`src/rtl/led_phase_scheduler_pkg.sv`:
```
// Shared state encoding, default timing parameters and front-end field widths
// for the LED phase scheduler.
package led_phase_scheduler_pkg;

    typedef enum logic [1:0] {
        ST_IDLE = 2'd0,
        ST_AMB  = 2'd1,
        ST_RED  = 2'd2,
        ST_IR   = 2'd3
    } state_t;

    localparam int unsigned SETTLE_DEF   = 2;
    localparam int unsigned AVG_LOG2_DEF = 3;
    localparam int unsigned ADC_W        = 8;
    localparam int unsigned PGA_W        = 4;
    localparam int unsigned DC_W         = 7;

endpackage

```
`src/rtl/led_phase_scheduler_phase_averager.sv`:
```
// Accumulates post-settle ADC samples of one phase and offers the truncated
// mean, including the sample present on the final cycle.
module phase_averager
    import led_phase_scheduler_pkg::*;
#(
    parameter int unsigned AVG_LOG2 = AVG_LOG2_DEF
) (
    input  logic             clk_i,
    input  logic             rst_i,
    input  logic             sample_en_i,
    input  logic             last_i,
    input  logic [ADC_W-1:0] adc_i,
    output logic [ADC_W-1:0] avg_o
);

    localparam int unsigned ACC_W = ADC_W + AVG_LOG2;

    logic [ACC_W-1:0] acc_q;
    logic [ACC_W-1:0] acc_d;
    logic [ACC_W-1:0] sum;

    // 2^AVG_LOG2 samples of at most 255 always fit in ACC_W bits.
    always_comb begin
        sum   = acc_q + ACC_W'(adc_i);
        avg_o = ADC_W'(sum >> AVG_LOG2);
        acc_d = acc_q;
        if (sample_en_i) begin
            acc_d = last_i ? '0 : sum;
        end
    end

    always_ff @(posedge clk_i) begin
        if (rst_i) begin
            acc_q <= '0;
        end else begin
            acc_q <= acc_d;
        end
    end

endmodule

```
`src/rtl/led_phase_scheduler.sv`:
```
// Sequences ambient / red / IR measurement phases, drives the LED and analog
// front-end settings, and publishes one averaged result triple per frame.
module led_phase_scheduler
    import led_phase_scheduler_pkg::*;
#(
    parameter int unsigned SETTLE   = SETTLE_DEF,
    parameter int unsigned AVG_LOG2 = AVG_LOG2_DEF
) (
    input  logic             CLK,
    input  logic             rst,
    input  logic             enable,
    input  logic [ADC_W-1:0] ADC,
    input  logic [PGA_W-1:0] cfg_red_pga,
    input  logic [PGA_W-1:0] cfg_ir_pga,
    input  logic [DC_W-1:0]  cfg_red_dc,
    input  logic [DC_W-1:0]  cfg_ir_dc,
    input  logic             out_ready,
    output logic             LED_RED,
    output logic             LED_IR,
    output logic [PGA_W-1:0] PGA_Gain,
    output logic [DC_W-1:0]  DC_Comp,
    output logic [ADC_W-1:0] AMB_ADC_Value,
    output logic [ADC_W-1:0] RED_ADC_Value,
    output logic [ADC_W-1:0] IR_ADC_Value,
    output logic             out_valid,
    output logic             overrun
);

    localparam int unsigned PHASE_LEN = SETTLE + (1 << AVG_LOG2);
    localparam int unsigned CNT_W     = $clog2(PHASE_LEN);

    state_t             state_q;
    logic [CNT_W-1:0]   phase_cnt_q;
    logic [PGA_W-1:0]   sh_red_pga_q, sh_ir_pga_q;
    logic [DC_W-1:0]    sh_red_dc_q, sh_ir_dc_q;
    logic [ADC_W-1:0]   amb_res_q, red_res_q;
    logic               led_red_q, led_ir_q;
    logic [PGA_W-1:0]   pga_q;
    logic [DC_W-1:0]    dc_q;
    logic [ADC_W-1:0]   amb_out_q, red_out_q, ir_out_q;
    logic               out_valid_q, overrun_q;

    logic               active;
    logic               last;
    logic               sample_en;
    logic [ADC_W-1:0]   avg;

    assign active    = (state_q != ST_IDLE);
    assign last      = active && (phase_cnt_q == CNT_W'(PHASE_LEN - 1));
    assign sample_en = active && (phase_cnt_q >= CNT_W'(SETTLE));

    phase_averager #(.AVG_LOG2(AVG_LOG2)) u_avg (
        .clk_i       (CLK),
        .rst_i       (rst),
        .sample_en_i (sample_en),
        .last_i      (last),
        .adc_i       (ADC),
        .avg_o       (avg)
    );

    always_ff @(posedge CLK) begin
        if (rst) begin
            state_q      <= ST_IDLE;
            phase_cnt_q  <= '0;
            sh_red_pga_q <= '0;
            sh_ir_pga_q  <= '0;
            sh_red_dc_q  <= '0;
            sh_ir_dc_q   <= '0;
            amb_res_q    <= '0;
            red_res_q    <= '0;
            led_red_q    <= 1'b0;
            led_ir_q     <= 1'b0;
            pga_q        <= '0;
            dc_q         <= '0;
            amb_out_q    <= '0;
            red_out_q    <= '0;
            ir_out_q     <= '0;
            out_valid_q  <= 1'b0;
            overrun_q    <= 1'b0;
        end else begin
            // Consumer handshake; an IR-end reload below may re-assert on the same edge.
            if (out_valid_q && out_ready) begin
                out_valid_q <= 1'b0;
            end
            phase_cnt_q <= last ? '0 : phase_cnt_q + CNT_W'(1);
            unique case (state_q)
                ST_IDLE: begin
                    phase_cnt_q <= '0;
                    if (enable) begin
                        state_q      <= ST_AMB;
                        sh_red_pga_q <= cfg_red_pga;
                        sh_ir_pga_q  <= cfg_ir_pga;
                        sh_red_dc_q  <= cfg_red_dc;
                        sh_ir_dc_q   <= cfg_ir_dc;
                    end
                end
                ST_AMB: begin
                    if (last) begin
                        state_q   <= ST_RED;
                        amb_res_q <= avg;
                        led_red_q <= 1'b1;
                        pga_q     <= sh_red_pga_q;
                        dc_q      <= sh_red_dc_q;
                    end
                end
                ST_RED: begin
                    if (last) begin
                        state_q   <= ST_IR;
                        red_res_q <= avg;
                        led_red_q <= 1'b0;
                        led_ir_q  <= 1'b1;
                        pga_q     <= sh_ir_pga_q;
                        dc_q      <= sh_ir_dc_q;
                    end
                end
                ST_IR: begin
                    if (last) begin
                        led_ir_q <= 1'b0;
                        pga_q    <= '0;
                        dc_q     <= '0;
                        if (!out_valid_q || out_ready) begin
                            amb_out_q   <= amb_res_q;
                            red_out_q   <= red_res_q;
                            ir_out_q    <= avg;
                            out_valid_q <= 1'b1;
                        end else begin
                            overrun_q <= 1'b1;
                        end
                        if (enable) begin
                            state_q      <= ST_AMB;
                            sh_red_pga_q <= cfg_red_pga;
                            sh_ir_pga_q  <= cfg_ir_pga;
                            sh_red_dc_q  <= cfg_red_dc;
                            sh_ir_dc_q   <= cfg_ir_dc;
                        end else begin
                            state_q <= ST_IDLE;
                        end
                    end
                end
                default: state_q <= ST_IDLE;
            endcase
        end
    end

    assign LED_RED       = led_red_q;
    assign LED_IR        = led_ir_q;
    assign PGA_Gain      = pga_q;
    assign DC_Comp       = dc_q;
    assign AMB_ADC_Value = amb_out_q;
    assign RED_ADC_Value = red_out_q;
    assign IR_ADC_Value  = ir_out_q;
    assign out_valid     = out_valid_q;
    assign overrun       = overrun_q;

endmodule

```
`config.mk`:
```
export PLATFORM = sky130hd
export DESIGN_NAME = led_phase_scheduler
export DESIGN_NICKNAME = d
export VERILOG_FILES = /design/src/rtl/led_phase_scheduler_pkg.sv /design/src/rtl/led_phase_scheduler_phase_averager.sv /design/src/rtl/led_phase_scheduler.sv
export SDC_FILE = /design/constraint.sdc
export NUM_CORES = 1
export LEC_CHECK = 0
export BUFFER_PORTS_ARGS = -buffer_cell sky130_fd_sc_hd__buf_2
export CAP_MARGIN = 20
export CORE_UTILIZATION = 35
export CTS_BUF_LIST = sky130_fd_sc_hd__clkbuf_8
export CTS_CLUSTER_DIAMETER = 100
export DETAILED_ROUTE_END_ITERATION = 8
export SETUP_SLACK_MARGIN = 0.1
export SKIP_LAST_GASP = 1
export SLEW_MARGIN = 20
export SYNTH_ARGS = -nofsm -noshare
export SYNTH_HDL_FRONTEND = slang
export SYNTH_SLANG_ARGS = --single-unit
```
`constraint.sdc`:
```
create_clock -name CLK -period 3.3 [get_ports CLK]
set_clock_uncertainty 0.15 [all_clocks]
set_input_delay 0.99 -clock CLK [delete_from_list [all_inputs] [get_ports CLK]]
set_output_delay 0.99 -clock CLK [all_outputs]
set_load 0.03 [all_outputs]
```
* Word level (Yosys, flattened, before mapping)
Cells that the tools add are included.
Storage, ports and cells: register bits after elaboration 94, bits in latches 0, memory bits (writable) 0, bits in read-only memories 0, input port bits 34, output and inout bits 39, word-level logic and storage cells 86, memories kept 0
Operators by class: add/subtract/negate cells 2, $mul 0, divide/modulo/power cells 0, magnitude comparators 1, equality and inequality tests 8, shift-type cells 0, multiplexer cells 35, bitwise gates (word level) 1, reductions and logical operators 21
Operators by type and width (number):
- two-way mux 7 bit | 7
- two-way mux 4 bit | 7
- case mux 7 bit (2 select lines) | 2
- case mux 7 bit (3 select lines) | 1
- case mux 4 bit (2 select lines) | 2
- case mux 4 bit (3 select lines) | 1
- AND reduction 3 bit | 4
- adder 11 x 8 -> 11 bit | 1
- two-way mux 11 bit | 1
- two-way mux 2 bit | 4
- inequality test 2 bit (second input constant) | 4
- case mux 2 bit (4 select lines) | 1
- AND reduction 4 bit | 2
- nonzero test 2 bit | 4
- two-way mux 1 bit | 7
- AND reduction 2 bit | 3
- adder 4 x 1 -> 4 bit (second input constant) | 1
- == test 2 bit (second input constant) | 2
- == test 4 bit (second input constant) | 1
- >= comparator 4 x 2 -> 1 bit (second input constant) | 1
- case mux 1 bit (2 select lines) | 2
- logical AND 1 bit | 3
- nonzero test 3 bit | 1
- OR reduction 3 bit | 1
- 5 further kinds | 5

* Depth between registers and ports, before layout
Gate-level depths: netlist (run 1).
depth in word-level cells 5, depth in mapped cells 8, mapped depth without buffers 8

* By module
A second synthesis (run 1) with hierarchy kept.
Second synthesis, totals: cell total of the unflattened synthesis 504, area, all modules 4768.3 um^2
By module, submodules not included:
- led_phase_scheduler | instances 1, cells an instance 398, area each 3852.4 um^2, sequential area each 1661.6 um^2
- phase_averager | instances 1, cells an instance 106, area each 915.9 um^2, sequential area each 220.2 um^2

* Worst setup path before layout (run 1)
No wires, ideal clock.
kind in2reg, start input ADC[0], end register u_avg.acc_q[10], library setup time 0.074 ns, arrival time 2.654 ns, slack 0.421 ns, stages 8, buffers on the path 0, cell sequence ha_1 inv_1 fa_1 and2b_1 o31a_4 o211ai_4 or4b_1 a31oi_1
On the way: word-level cells in the longest chain between the ends 2
Ends and longest elaborated chain:
- from (decl) | line led_phase_scheduler.sv:12 | input logic [ADC_W-1:0] ADC,
- adder 11 x 8 -> 11 bit | line led_phase_scheduler_phase_averager.sv:24 | sum = acc_q + ACC_W'(adc_i);
- two-way mux 11 bit | line led_phase_scheduler_phase_averager.sv:28 | acc_d = last_i ? '0 : sum;
- to (signal assigned) | line led_phase_scheduler_phase_averager.sv:34 | acc_q <= '0;
- to (signal assigned) | line led_phase_scheduler_phase_averager.sv:36 | acc_q <= acc_d;
- to (decl) | line led_phase_scheduler_phase_averager.sv:18 | logic [ACC_W-1:0] acc_q;
Every way passes these cells. A chain may end at the register's enable or synchronous reset.

* Worst setup path in the final report (run 1)
Same ends and word-level chain as after synthesis.

==> results of run 1 <==
per-stage QoR:
step	area, µm²	setup WS (ns)
floorplan	4200	0.421
global placement	4640	0.255
detailed placement	4640	0.182
CTS	4870	0.564
global route	4870	0.460
finish	4870	0.554
per-layer routing:
layer  wire, µm  global-route usage [%]  up-vias
li1           -                       -     1802
met1       5040                    22.3     1593
met2       4350                    24.4       63
met3        391                    3.70       10
met4        118                    5.68        0
met5          0                       0        -
cell families after synthesis:
kind of cell	after synthesis	synth area share [%]
AOI/OAI and AO/OA	114	18.3
DFF	94	44.8
and+or+nand+nor	187	20.8
buffers and inverters	43	4.67
adders and majority gates	16	4.94
muxes	24	5.71
xor gates and xnor gates	4	0.833
where the power goes:
group	internal, mW	switching, mW
logic	0.263	0.370
clock network	0.454	0.425
registers	1.22	0.0643
total	1.93	0.860
worst max-delay path: stages:
cell and delay [ns]:
sky130_fd_sc_hd__buf_2 0.08, sky130_fd_sc_hd__ha_1 0.18, sky130_fd_sc_hd__inv_1 0.06, sky130_fd_sc_hd__fa_1 0.37, sky130_fd_sc_hd__and2b_1 0.27, sky130_fd_sc_hd__o31a_4 0.18
sky130_fd_sc_hd__o211ai_4 0.10, sky130_fd_sc_hd__or4b_1 0.48, sky130_fd_sc_hd__a31oi_1 0.17
synthesized netlist by cell type (all sizes together):
cell type,instances
nor3,4
fa,1
mux2i,24
o31ai,7
buf,13
nor4,2
and2,2
o41ai,2
nor2b,3
inv,12
a311oi,3
xor2,2
nand4bb,1
o2bb2ai,1
o221ai,1
xnor2,2
o21a,1
a21oi,52
o22ai,1
a221oi,1
a21o,1
o311ai,2
o21ai,9
nand2b,5
dfxtp,94
or2,1
a22oi,4
clkinv,1
o31a,2
clkbuf,17
o211a,1
ha,15
nor3b,14
nor2,64
a211oi,15
and2b,1
nand3,13
and4bb,1
nand2,72
or4,1
or3,1
o211ai,4
or4b,2
o2111ai,2
a31oi,5
registers in the layout (all words and copies together), names as in the netlist:
register	cells
u_avg.acc_q	11
AMB_ADC_Value	8
IR_ADC_Value	8
RED_ADC_Value	8
amb_res_q	8
red_res_q	8
DC_Comp	7
sh_ir_dc_q	7
sh_red_dc_q	7
PGA_Gain	4
phase_cnt_q	4
sh_ir_pga_q	4
sh_red_pga_q	4
state_q	2
LED_IR	1
LED_RED	1
out_valid	1
overrun	1
cell type report:
| type | count | area (µm²) | share of cell area, % |
|---|---|---|---|
| clock inverter | 6 | 91.3 | 1.88 |
| timing repair buffer | 76 | 403 | 8.27 |
| sequential | 94 | 1880 | 38.6 |
| clock buffer | 10 | 138 | 2.83 |
| antenna | 1 | 2.50 | 0.0514 |
| tap | 143 | 179 | 3.67 |
| inverter | 13 | 48.8 | 1.00 |
| multi-input combinational | 345 | 2130 | 43.7 |
how the worst min path moves through the flow:
stage / end / startpoint / cells after the start / slack (ns)
2_1_floorplan: RED_ADC_Value[4]$_SDFFE_PP0P_ / red_res_q[4]$_SDFFE_PP0P_ / 2 / 0.28
3_3_place_gp: AMB_ADC_Value[0]$_SDFFE_PP0P_ / AMB_ADC_Value[0]$_SDFFE_PP0P_ / 2 / 0.29
3_5_place_dp: RED_ADC_Value[1]$_SDFFE_PP0P_ / RED_ADC_Value[1]$_SDFFE_PP0P_ / 2 / 0.30
4_1_cts: RED_ADC_Value[1]$_SDFFE_PP0P_ / RED_ADC_Value[1]$_SDFFE_PP0P_ / 2 / 0.31
5_1_grt: AMB_ADC_Value[3]$_SDFFE_PP0P_ / AMB_ADC_Value[3]$_SDFFE_PP0P_ / 2 / 0.32
6_report: RED_ADC_Value[1]$_SDFFE_PP0P_ / RED_ADC_Value[1]$_SDFFE_PP0P_ / 2 / 0.31
==> flow_summary.toml, run 1 <==
[timing]
finalSetupTns_ns = 0
max_fclk_ghz = 0.364
maxSlewHeadroom_pct = 27.5
finalWorstPathRequiredPeriod_ns = 2.75
timing.final.crit_share_pct = 83.2
unrepaired_setup_endpoints_after_global_routing = "no"
hold_viol = 0
transition_at_the_pin_with_the_smallest_max_transition_slack_ns = 1.08
final-max-slew-violation-count = 0
hold-worst-slack_ns = 0.305
report.final.setup_viol = 0

[die]
floorplan.die.width_um = 112
core_area_mm2 = 0.0116
fp.dieH_um = 112
die-area_mm2 = 0.0125
fp-row-count = 39
ios = 73
initial_core_util_pct = 36.4

[detailed_routing]
drcViolationCount = 12
detail_route.vias_per_cell = 5.04
drt.antenna.violating_nets = 0
initial_drt_pass_iterations = 8
dr_total_vias = 3468
drt-wirelength-per-cell_um = 14.4
routed_wirelength_um = 9910
dr.first_iter.drc_count = 231

[placed_design]
placement.io_buffers = 72
hpwlAfterDp_um = 6920
routabilityCongestion = 0.836
number_of_cells_in_the_design_after_placement = 671

[yosys]
synth_unique_cells = 56
synth_seq_cells = 94
syn-cell-area_mm2 = 0.00420
post_synth_net_total = 532
portion_of_the_post_synthesis_area_used_by_sequential_elements_pct = 44.8
syn_inst = 482
synthTopCellsByArea = "sky130_fd_sc_hd__dfxtp_1, sky130_fd_sc_hd__nand2_1, sky130_fd_sc_hd__a21oi_1"
post_synth_top_area_share_pct = 44.8
syn_avg_cell_area_um2 = 8.72
synth_area_leader_cell = "sky130_fd_sc_hd__dfxtp_1"
yosys_warnings = 0

[cells_and_area]
count_of_filler_cells_inserted_in_the_layout = 1143
final_layout_size_suffix_gt1_share_pct = 19.7
final_common_cell = "sky130_fd_sc_hd__dfxtp_1"
final_design_utilization_pct = 42.1
final_cells = 688
mostFrequentLayoutCells = "sky130_fd_sc_hd__dfxtp_1, sky130_fd_sc_hd__buf_2, sky130_fd_sc_hd__nand2_1"
areaGrowthSynthToFinish_pct = 15.8
design.final.nets = 589

[grt]
antenna_found_initial = 1
via_count_of_the_first_global_routing_pass = 3245
grt_start_max_net_pins = 90
grt.total_usage_pct = 16.1
grt_first_pass_wirelength_um = 16100
global_route.overflow_total = 0

[worst_setup_path]
reg2reg_slack_ns = 0.79
r2r-end = "sh_ir_dc_q[4]$_SDFFE_PP0P_"
crit_start = "ADC[0]"
critical_path_arrival_ns = 2.89
worstRegToRegCells = 8
timing.critical_path.to = "u_avg.acc_q[10]$_SDFFE_PP0P_"
reg2reg_from = "state_q[0]$_SDFFE_PP0P_"
cp-end-kind = "flop"
worstPathMaxFanout = 5
timing.critical_path.from_type = "input pin"
cp_data_required_time_ns = 3.44
timing.setup.critical_path_class = "in -> reg"

[status]
violations = "DRC"
run_status = "finished, violations left"

[clocking]
tritoncts = "built"
htree_num_levels = 3
worstSkewPairLatency_ns = 0.36
tritoncts.num_buffers = 9
worst_setup_hold_path_clk_slew_ns = 0.10
cts_resized = 0
cts-root-to-sink-buffers = 2
cts-hold-fix-buffers = 0
cts_root_buffer = "sky130_fd_sc_hd__clkbuf_8"
post_cts_setup_inserts = 0
clock_sink_count = 94

[power_and_ir_drop]
leakagePower_nw = 1.94
vdd_drop_max_mv = 0.245
cellPowerDensity_mw_per_mm2 = 574
power_mw = 2.79

[min_path]
class_of_the_worst_hold_path = "reg -> reg"

[job]
number_of_max_capacitance_violations_reported = 0
No activity file was read; power rests on OpenSTA's default activity.
==> inputs of run 2 (changes only) <==
clock period = 2.5 ns   (was 3.3 ns; I/O delays follow)
==> run 2 against run 1 <==
Die area unchanged. Via count increased by 3.3%. Total power increased by 29%. Largest power group unchanged. The run still ends with DRC left. Count of clock-buffer cells in the layout increased by 1. Critical endpoint is now red_res_q[7]$_SDFFE_PP0P_. Final area increased by 4.0%. Highest routed layer unchanged.
==> flow_summary.toml, run 2 (synthesis gave the netlist of run 1 again) <==
[status]
run_status = "finished, violations left"
violations = "DRC"

[timing]
unrepaired_setup_endpoints_after_global_routing = "no"
final_critical_path_setup_slack_ns = 0.148
hold-worst-slack_ns = 0.305
final-max-slew-violation-count = 0
finalWorstPathRequiredPeriod_ns = 2.35
timing.final.crit_share_pct = 94.1
report.final.setup_viol = 0
max_fclk_ghz = 0.425
hold_viol = 0
maxSlewHeadroom_pct = 69.2
finalSetupTns_ns = 0
transition_at_the_pin_with_the_smallest_max_transition_slack_ns = 0.458

[clocking]
cts_root_buffer = "sky130_fd_sc_hd__clkbuf_8"
clock_sink_count = 94
worstSkewPairLatency_ns = 0.37
worst_setup_hold_path_clk_slew_ns = 0.09
cts-root-to-sink-buffers = 2
tritoncts.num_buffers = 9
tritoncts = "built"
htree_num_levels = 3
cts-hold-fix-buffers = 0

[worst_setup_path]
timing.critical_path.from_type = "input pin"
r2r-end = "red_res_q[7]$_SDFFE_PP0P_"
reg2reg_slack_ns = 0.24
cp-end-kind = "flop"
cp_data_required_time_ns = 2.61
reg2reg_from = "u_avg.acc_q[0]$_SDFFE_PP0P_"
critical_path_arrival_ns = 2.46
worstRegToRegCells = 8
worstPathMaxFanout = 5
timing.setup.critical_path_class = "in -> reg"

[die]
fp.dieH_um = 112
fp-row-count = 39
core_area_mm2 = 0.0116
initial_core_util_pct = 36.4
ios = 73
floorplan.die.width_um = 112
die-area_mm2 = 0.0125

[power_and_ir_drop]
power_mw = 3.59
vdd_drop_max_mv = 0.266
leakagePower_nw = 2.06
cellPowerDensity_mw_per_mm2 = 709

[grt]
antenna_found_initial = 0
grt.total_usage_pct = 16.6
via_count_of_the_first_global_routing_pass = 3396
global_route.overflow_total = 0
global_route.peak_usage_layer = "met2"
gr-usage-met3_pct = 3.59
grtUsageMet1_pct = 22.7
grt_use_met2_pct = 26.0
grt_first_pass_wirelength_um = 16600
grt_start_max_net_pins = 41

[min_path]
class_of_the_worst_hold_path = "reg -> reg"
timing.hold.worst_path_depth = 2
timing.hold.worst.start = "RED_ADC_Value[4]$_SDFFE_PP0P_"
worstHoldEndpoint = "RED_ADC_Value[4]$_SDFFE_PP0P_"

[detailed_routing]
dr_total_vias = 3581
drt-wirelength-per-cell_um = 14.1
routed_wirelength_um = 10100
dr.first_iter.drc_count = 202
drt.antenna.violating_nets = 0
initial_drt_pass_iterations = 9
detail_route.vias_per_cell = 5.02
drcViolationCount = 11

[placed_design]
routabilityCongestion = 0.791
placement.setup.worst_slack_ns = -0.254
number_of_cells_in_the_design_after_placement = 695
hpwlAfterDp_um = 7290
placement.io_buffers = 72
dpl-instance-area_mm2 = 0.00484

[cells_and_area]
areaGrowthSynthToFinish_pct = 20.5
seq_area_mm2 = 0.00188
register_bank_with_the_most_flops = "u_avg.acc_q"
area_of_the_multi_input_gates_mm2 = 0.00216
final_layout_size_suffix_gt1_share_pct = 24.7
final_common_cell = "sky130_fd_sc_hd__dfxtp_1"
final_design_utilization_pct = 43.8
count_of_filler_cells_inserted_in_the_layout = 1160
fin_area_mm2 = 0.00507
design.final.nets = 616
final_cells = 714
antenna_cells = 0
largest_reg_flops = 11
mostFrequentLayoutCells = "sky130_fd_sc_hd__dfxtp_1, sky130_fd_sc_hd__buf_2, sky130_fd_sc_hd__nand2_1"

[job]
number_of_max_capacitance_violations_reported = 0
-- run 2: layer usage --
metal  part of all wire [%]  up-vias
met4                    1.5        0
met5                      0        -
met1                     50     1643
li1                       -     1850
met3                    3.7       13
met2                     44       75
-- run 2: critical path, cell delays in order --
cell	delay, ns
sky130_fd_sc_hd__buf_2	0.10
sky130_fd_sc_hd__ha_4	0.13
sky130_fd_sc_hd__inv_2	0.03
sky130_fd_sc_hd__fa_2	0.33
sky130_fd_sc_hd__and2b_1	0.23
sky130_fd_sc_hd__o31a_4	0.17
sky130_fd_sc_hd__o211ai_4	0.09
sky130_fd_sc_hd__or3_4	0.36
sky130_fd_sc_hd__a311oi_2	0.26
-- run 2: worst max-delay path by stage --
stage	depth (start not counted)	startpoint	end
6_report	9	ADC[0]	red_res_q[7]$_SDFFE_PP0P_
5_1_grt	9	ADC[0]	red_res_q[7]$_SDFFE_PP0P_
4_1_cts	9	ADC[0]	amb_res_q[7]$_SDFFE_PP0P_
3_5_place_dp	9	ADC[0]	amb_res_q[7]$_SDFFE_PP0P_
3_3_place_gp	9	ADC[0]	amb_res_q[7]$_SDFFE_PP0P_
2_1_floorplan	8	ADC[0]	amb_res_q[7]$_SDFFE_PP0P_
-- run 2: layout make-up --
type	count	share of cell area, %
Clock inverter	5	0.766
Sequential cell	94	37.2
Timing Repair Buffer	103	12.0
Tap cell	143	3.53
Inverter	13	0.963
Multi-Input combinational cell	345	42.6
Clock buffer	11	2.99
-- run 2: what timing repair did --
action                     CTS  global route
setup endpoints to repair    0            30
gates resized for setup      0             5
buffers inserted             0             3
-- run 2: report_power, final --
group | internal [mW] | switching (mW)
combinational | 0.401 | 0.510
clock | 0.424 | 0.562
sequential | 1.61 | 0.0846
total | 2.43 | 1.16
